<file path="src/rtl/gf256_inv_iter.sv">
// rtl/gf256_inv_iter.sv - iterative GF(2^8) inverter (y = x^254) with valid/ready handshakes
// Optional build macro GF_INV_UNROLL2_EN: two square-multiply steps per CALC cycle.
module gf256_inv_iter #(
  parameter logic [8:0] POLY = 9'h11B
) (
  input  logic       clk,
  input  logic       reset_n,
  input  logic       in_valid,
  output logic       in_ready,
  input  logic [7:0] in_data,
  output logic       out_valid,
  input  logic       out_ready,
  output logic [7:0] out_data,
  output logic       busy
);

  typedef enum logic [1:0] {
    IDLE = 2'd0,
    CALC = 2'd1,
    DONE = 2'd2
  } state_t;

  state_t     state;
  state_t     state_nxt;
  logic [7:0] sq;
  logic [7:0] acc;
  logic [2:0] cnt;
  logic [7:0] sq1;
  logic [7:0] acc1;
  logic       last;

  // Shift-and-add multiply; the running multiplicand is reduced every shift,
  // so no 15-bit product is ever formed.
  function automatic logic [7:0] gf_mul(input logic [7:0] a, input logic [7:0] b);
    logic [7:0] p;
    logic [7:0] s;
    p = 8'h00;
    s = a;
    for (int i = 0; i < 8; i++) begin
      if (b[i]) p = p ^ s;
      s = s[7] ? ({s[6:0], 1'b0} ^ POLY[7:0]) : {s[6:0], 1'b0};
    end
    return p;
  endfunction

  assign sq1  = gf_mul(sq, sq);
  assign acc1 = gf_mul(acc, sq1);

`ifdef GF_INV_UNROLL2_EN
  logic [7:0] sq2;
  logic [7:0] acc2;

  assign sq2  = gf_mul(sq1, sq1);
  assign acc2 = gf_mul(acc1, sq2);
  // Three double steps, then the lone seventh step on the fourth cycle.
  assign last = (cnt == 3'd3);
`else
  assign last = (cnt == 3'd6);
`endif

  always_ff @(posedge clk or negedge reset_n) begin
    if (!reset_n) state <= IDLE;
    else          state <= state_nxt;
  end

  always_comb begin
    state_nxt = state;
    case (state)
      IDLE:    if (in_valid)  state_nxt = CALC;
      CALC:    if (last)      state_nxt = DONE;
      DONE:    if (out_ready) state_nxt = IDLE;
      default:                state_nxt = IDLE;
    endcase
  end

  always_ff @(posedge clk or negedge reset_n) begin
    if (!reset_n) begin
      sq       <= 8'h00;
      acc      <= 8'h00;
      cnt      <= 3'd0;
      out_data <= 8'h00;
    end else begin
      case (state)
        IDLE: begin
          if (in_valid) begin
            sq  <= in_data;
            acc <= 8'h01;
            cnt <= 3'd0;
          end
        end
        CALC: begin
          cnt <= cnt + 3'd1;
          if (last) out_data <= acc1;
`ifdef GF_INV_UNROLL2_EN
          if (!last) begin
            sq  <= sq2;
            acc <= acc2;
          end
`else
          sq  <= sq1;
          acc <= acc1;
`endif
        end
        default: ;
      endcase
    end
  end

  // Held low while reset is asserted so no accept is advertised mid-reset.
  assign in_ready  = (state == IDLE) && reset_n;
  assign out_valid = (state == DONE);
  assign busy      = (state != IDLE);

endmodule

</file>
<file path="config.mk">
export PLATFORM = sky130hd
export DESIGN_NAME = gf256_inv_iter
export DESIGN_NICKNAME = d
export VERILOG_FILES = /design/src/rtl/gf256_inv_iter.sv
export SDC_FILE = /design/constraint.sdc
export NUM_CORES = 1
export LEC_CHECK = 0
export CAP_MARGIN = 20
export CORE_MARGIN = 8
export CORE_UTILIZATION = 55
export DETAILED_ROUTE_END_ITERATION = 8
export MAX_ROUTING_LAYER = met4
export PLACE_DENSITY_LB_ADDON = 0.12
export SLEW_MARGIN = 20
export SYNTH_ARGS = -nofsm -noshare
export SYNTH_HDL_FRONTEND = slang
export SYNTH_SLANG_ARGS = --single-unit
</file>
<file path="constraint.sdc">
create_clock -name clk -period 7 [get_ports clk]
set_input_delay 0.7 -clock clk [delete_from_list [all_inputs] [get_ports clk]]
set_output_delay 0.7 -clock clk [all_outputs]
set_load 0.02 [all_outputs]
</file>
==> run_results.csv <==
group,metric,value,unit
worst_setup_path,worstSetupPathType,"flip-flop to flip-flop",
floorplanning,dieArea,8080,um2
routing,vias,2447,
clock_network,cts_tree,"yes",
cells_and_area,insertedDiodeCount,0,
clock_network,cts-root-buf,"clkbuf_8",
routing,wl_per_cell,15.7,um
placement,io_buffers,22,
cells_and_area,layout_common_cells,"xnor2_1 (72), nand2_1 (42), nor2_1 (35), dfrtp_1 (29), clkdlybuf4s50_1 (22)",
placement,dp_hpwl,5090,um
worst_setup_path,critPathMaxStageDelay,0.72,ns
worst_setup_path,cpMostUsedCell,"xnor2_1",
logic_synthesis,ys_warn_count,0,
worst_hold_path,hp-class,"flip-flop to flip-flop",
clock_network,insertion_delay,0.28,ns
routing,postRouteAntennaNets,0,
clock_network,numCtsBuffers,5,
sta,final_max_slew_viol_count,0,
worst_setup_path,path_max_fanout,18,
sta,slew_headroom,38.9,%
floorplanning,die_y,89.9,um
placement,gp_congestion,0.880,
routing,first_pass_iters,4,
logic_synthesis,syn-num-nets,381,
global_route,grt_max_degree,31,
clock_network,cts.htree.levels,2,
logic_synthesis,synth_top_area_share,24.2,%
sta,setup_tns,0,ns
placement,place_area,3190,um2
routing,avgViaCountPerCell,5.55,
logic_synthesis,synthFlopType,"dfrtp_1",
floorplanning,ioPinCount,23,
cells_and_area,layout_commonest_cell,"xnor2_1",
worst_setup_path,critPathLaunchType,"flip-flop",
clock_network,clkSinkCount,29,
global_route,antenna_found_initial,0,
clock_network,clock_path_buffers,2,
cells_and_area,areaGrowthSynthToFinish,10.1,%
run_status,status,"finished clean",
cells_and_area,nets,383,
worst_setup_path,crit_required,7.14,ns
cells_and_area,fin_area,3300,um2
worst_setup_path,cp_slowest_cell,"dfrtp_1",
floorplanning,dieWidth,89.9,um
floorplanning,core,5370,um2
logic_synthesis,synth.avg_cell_area,8.20,um2
logic_synthesis,synth-edff-count,0,
cells_and_area,fillCellCount,480,
clock_network,clk_pin_slew,0.06,ns
logic_synthesis,synth_area_leaders,"dfrtp_1 (24%), xnor2_1 (21%), xor2_1 (6.1%)",
logic_synthesis,ys_types,48,
global_route,grt_pass1_wl,11900,um
sta,max_freq,277,MHz
clock_network,cts_setup_buffers,0,
worst_setup_path,cp.arrival,3.75,ns
sta,rsz0062_at_grt,"no",
worst_setup_path,worst_setup_path_end_kind,"flip-flop",
global_route,grt_usage,17.9,%
run,drv_cap,0,
sta,min_period,3.61,ns
logic_synthesis,async_flop_share,100,%
worst_setup_path,crit_chain,"ha_1 -> xor3_1 -> nand2_1 -> xnor2_1 -> nor2_1 -> xnor2_1 -> xnor2_1 -> xnor3_1 -> xnor2_1 -> o21ai_0",
sta,post-route-period-util,51.5,%
sta,setup_violations,0,
routing,wirelength,6910,um
logic_synthesis,yosys_register_bits,29,
cells_and_area,final_util,61.5,%
cells_and_area,drive_above_1_share,4.61,%
clock_network,ctsHoldBuffers,0,
placement,dp_slack,3.42,ns
global_route,grt_pass1_vias,2421,
routing,drt-initial-drc-count,145,
sta,finalClockSkew,0.00621,ns
sta,worst_slew_pin_slew,0.914,ns
global_route,grt_overflow_total,0,
logic_synthesis,seq_area_frac_synth,24.2,%
sta,setup_ws,3.39,ns
floorplanning,start_util,55.9,%
clock_network,cts_resized,0,
sta,hold_violations,0,
logic_synthesis,syn_inst,366,
routing,drc_errors,0,
floorplanning,num_rows,27,
logic_synthesis,syn_area,3000,um2
logic_synthesis,synth_top_area_cell,"dfrtp_1",
kinds of logic (layout without fill, tap and decap cells):
logic type      after synthesis  after routing  synth area share (%)
compound gates               63             63                  13.5
buf+inv                      34             37                  5.13
xor+xnor                    101            101                  32.8
fa+ha+maj                     3              3                  1.25
mux                           7              7                  2.38
flops                        29             29                  24.2
simple gates                129            129                  20.8
critical path, delay by kind of cell, from the launching register on:
| family | cells | cell delay (ns) |
|---|---|---|
| fa+ha+maj | 1 | 0.40 |
| flops | 1 | 0.72 |
| compound gates | 1 | 0.10 |
| simple gates | 2 | 0.20 |
| xor+xnor | 6 | 2.05 |
synth_stat cells (3+ instances only):
cell,count
dfrtp_1,29
inv_1,6
nor3b_1,9
o21ai_0,18
nand2b_1,10
clkbuf_1,12
o22a_1,9
nand2_1,42
nor2_1,35
and3_1,3
buf_2,12
xor2_1,21
mux2i_1,6
nand3b_1,4
xnor3_1,5
or2_2,3
a21oi_1,17
nor3_1,7
xnor2_1,72
ha_1,3
o22ai_1,3
nand3_1,6
registers in the layout, summed over array words and instances (netlist names):
signal    flops
acc           8
state         2
sq            8
cnt           3
out_data      8
per-layer routing:
| metal | vias up | routed length (um) | GRT usage [%] |
|---|---|---|---|
| met1 | 1161 | 3370 | 23.4 |
| li1 | 1233 | - | - |
| met3 | 10 | 252 | 2.91 |
| met5 | - | 0 | - |
| met4 | 0 | 80 | 6.10 |
| met2 | 43 | 3210 | 27.7 |
through the flow:
stage	cells	hold slack (ns)
6_report	441	0.494
5_1_grt	441	0.509
4_1_cts	441	0.489
3_5_place_dp	433	0.475
3_3_place_gp	433	0.465
2_1_floorplan	366	0.404
cell type report:
| cell class | count | area [um2] | area share, % |
|---|---|---|---|
| Clock buffer | 7 | 86.3 | 2.61 |
| Clock inverter | 1 | 30.0 | 0.909 |
| Inverter | 6 | 22.5 | 0.682 |
| Multi-Input combinational cell | 303 | 2120 | 64.2 |
| Sequential cell | 29 | 726 | 22.0 |
| Tap cell | 72 | 90.1 | 2.73 |
| Timing Repair Buffer | 23 | 228 | 6.89 |
path summary, 6_finish.rpt:
kind                       cells past startpoint                    start  slack [ns]                 endpoint
max in group asynchronous                      2                  reset_n        5.91  out_data[1]$_DFFE_PN0P_
min in group asynchronous                      2                  reset_n        0.81       cnt[0]$_DFFE_PN0P_
max reg2reg                                   10        sq[7]$_DFFE_PN0P_        3.39  out_data[4]$_DFFE_PN0P_
min                                            2  out_data[0]$_DFFE_PN0P_        0.49  out_data[0]$_DFFE_PN0P_
max                                           10        sq[7]$_DFFE_PN0P_        3.39  out_data[4]$_DFFE_PN0P_
min reg2reg                                    2  out_data[0]$_DFFE_PN0P_        0.49  out_data[0]$_DFFE_PN0P_
Power is left out: the tool's default activity adds up to more than one toggle a clock period on the data nets, which glitch-free logic cannot reach.
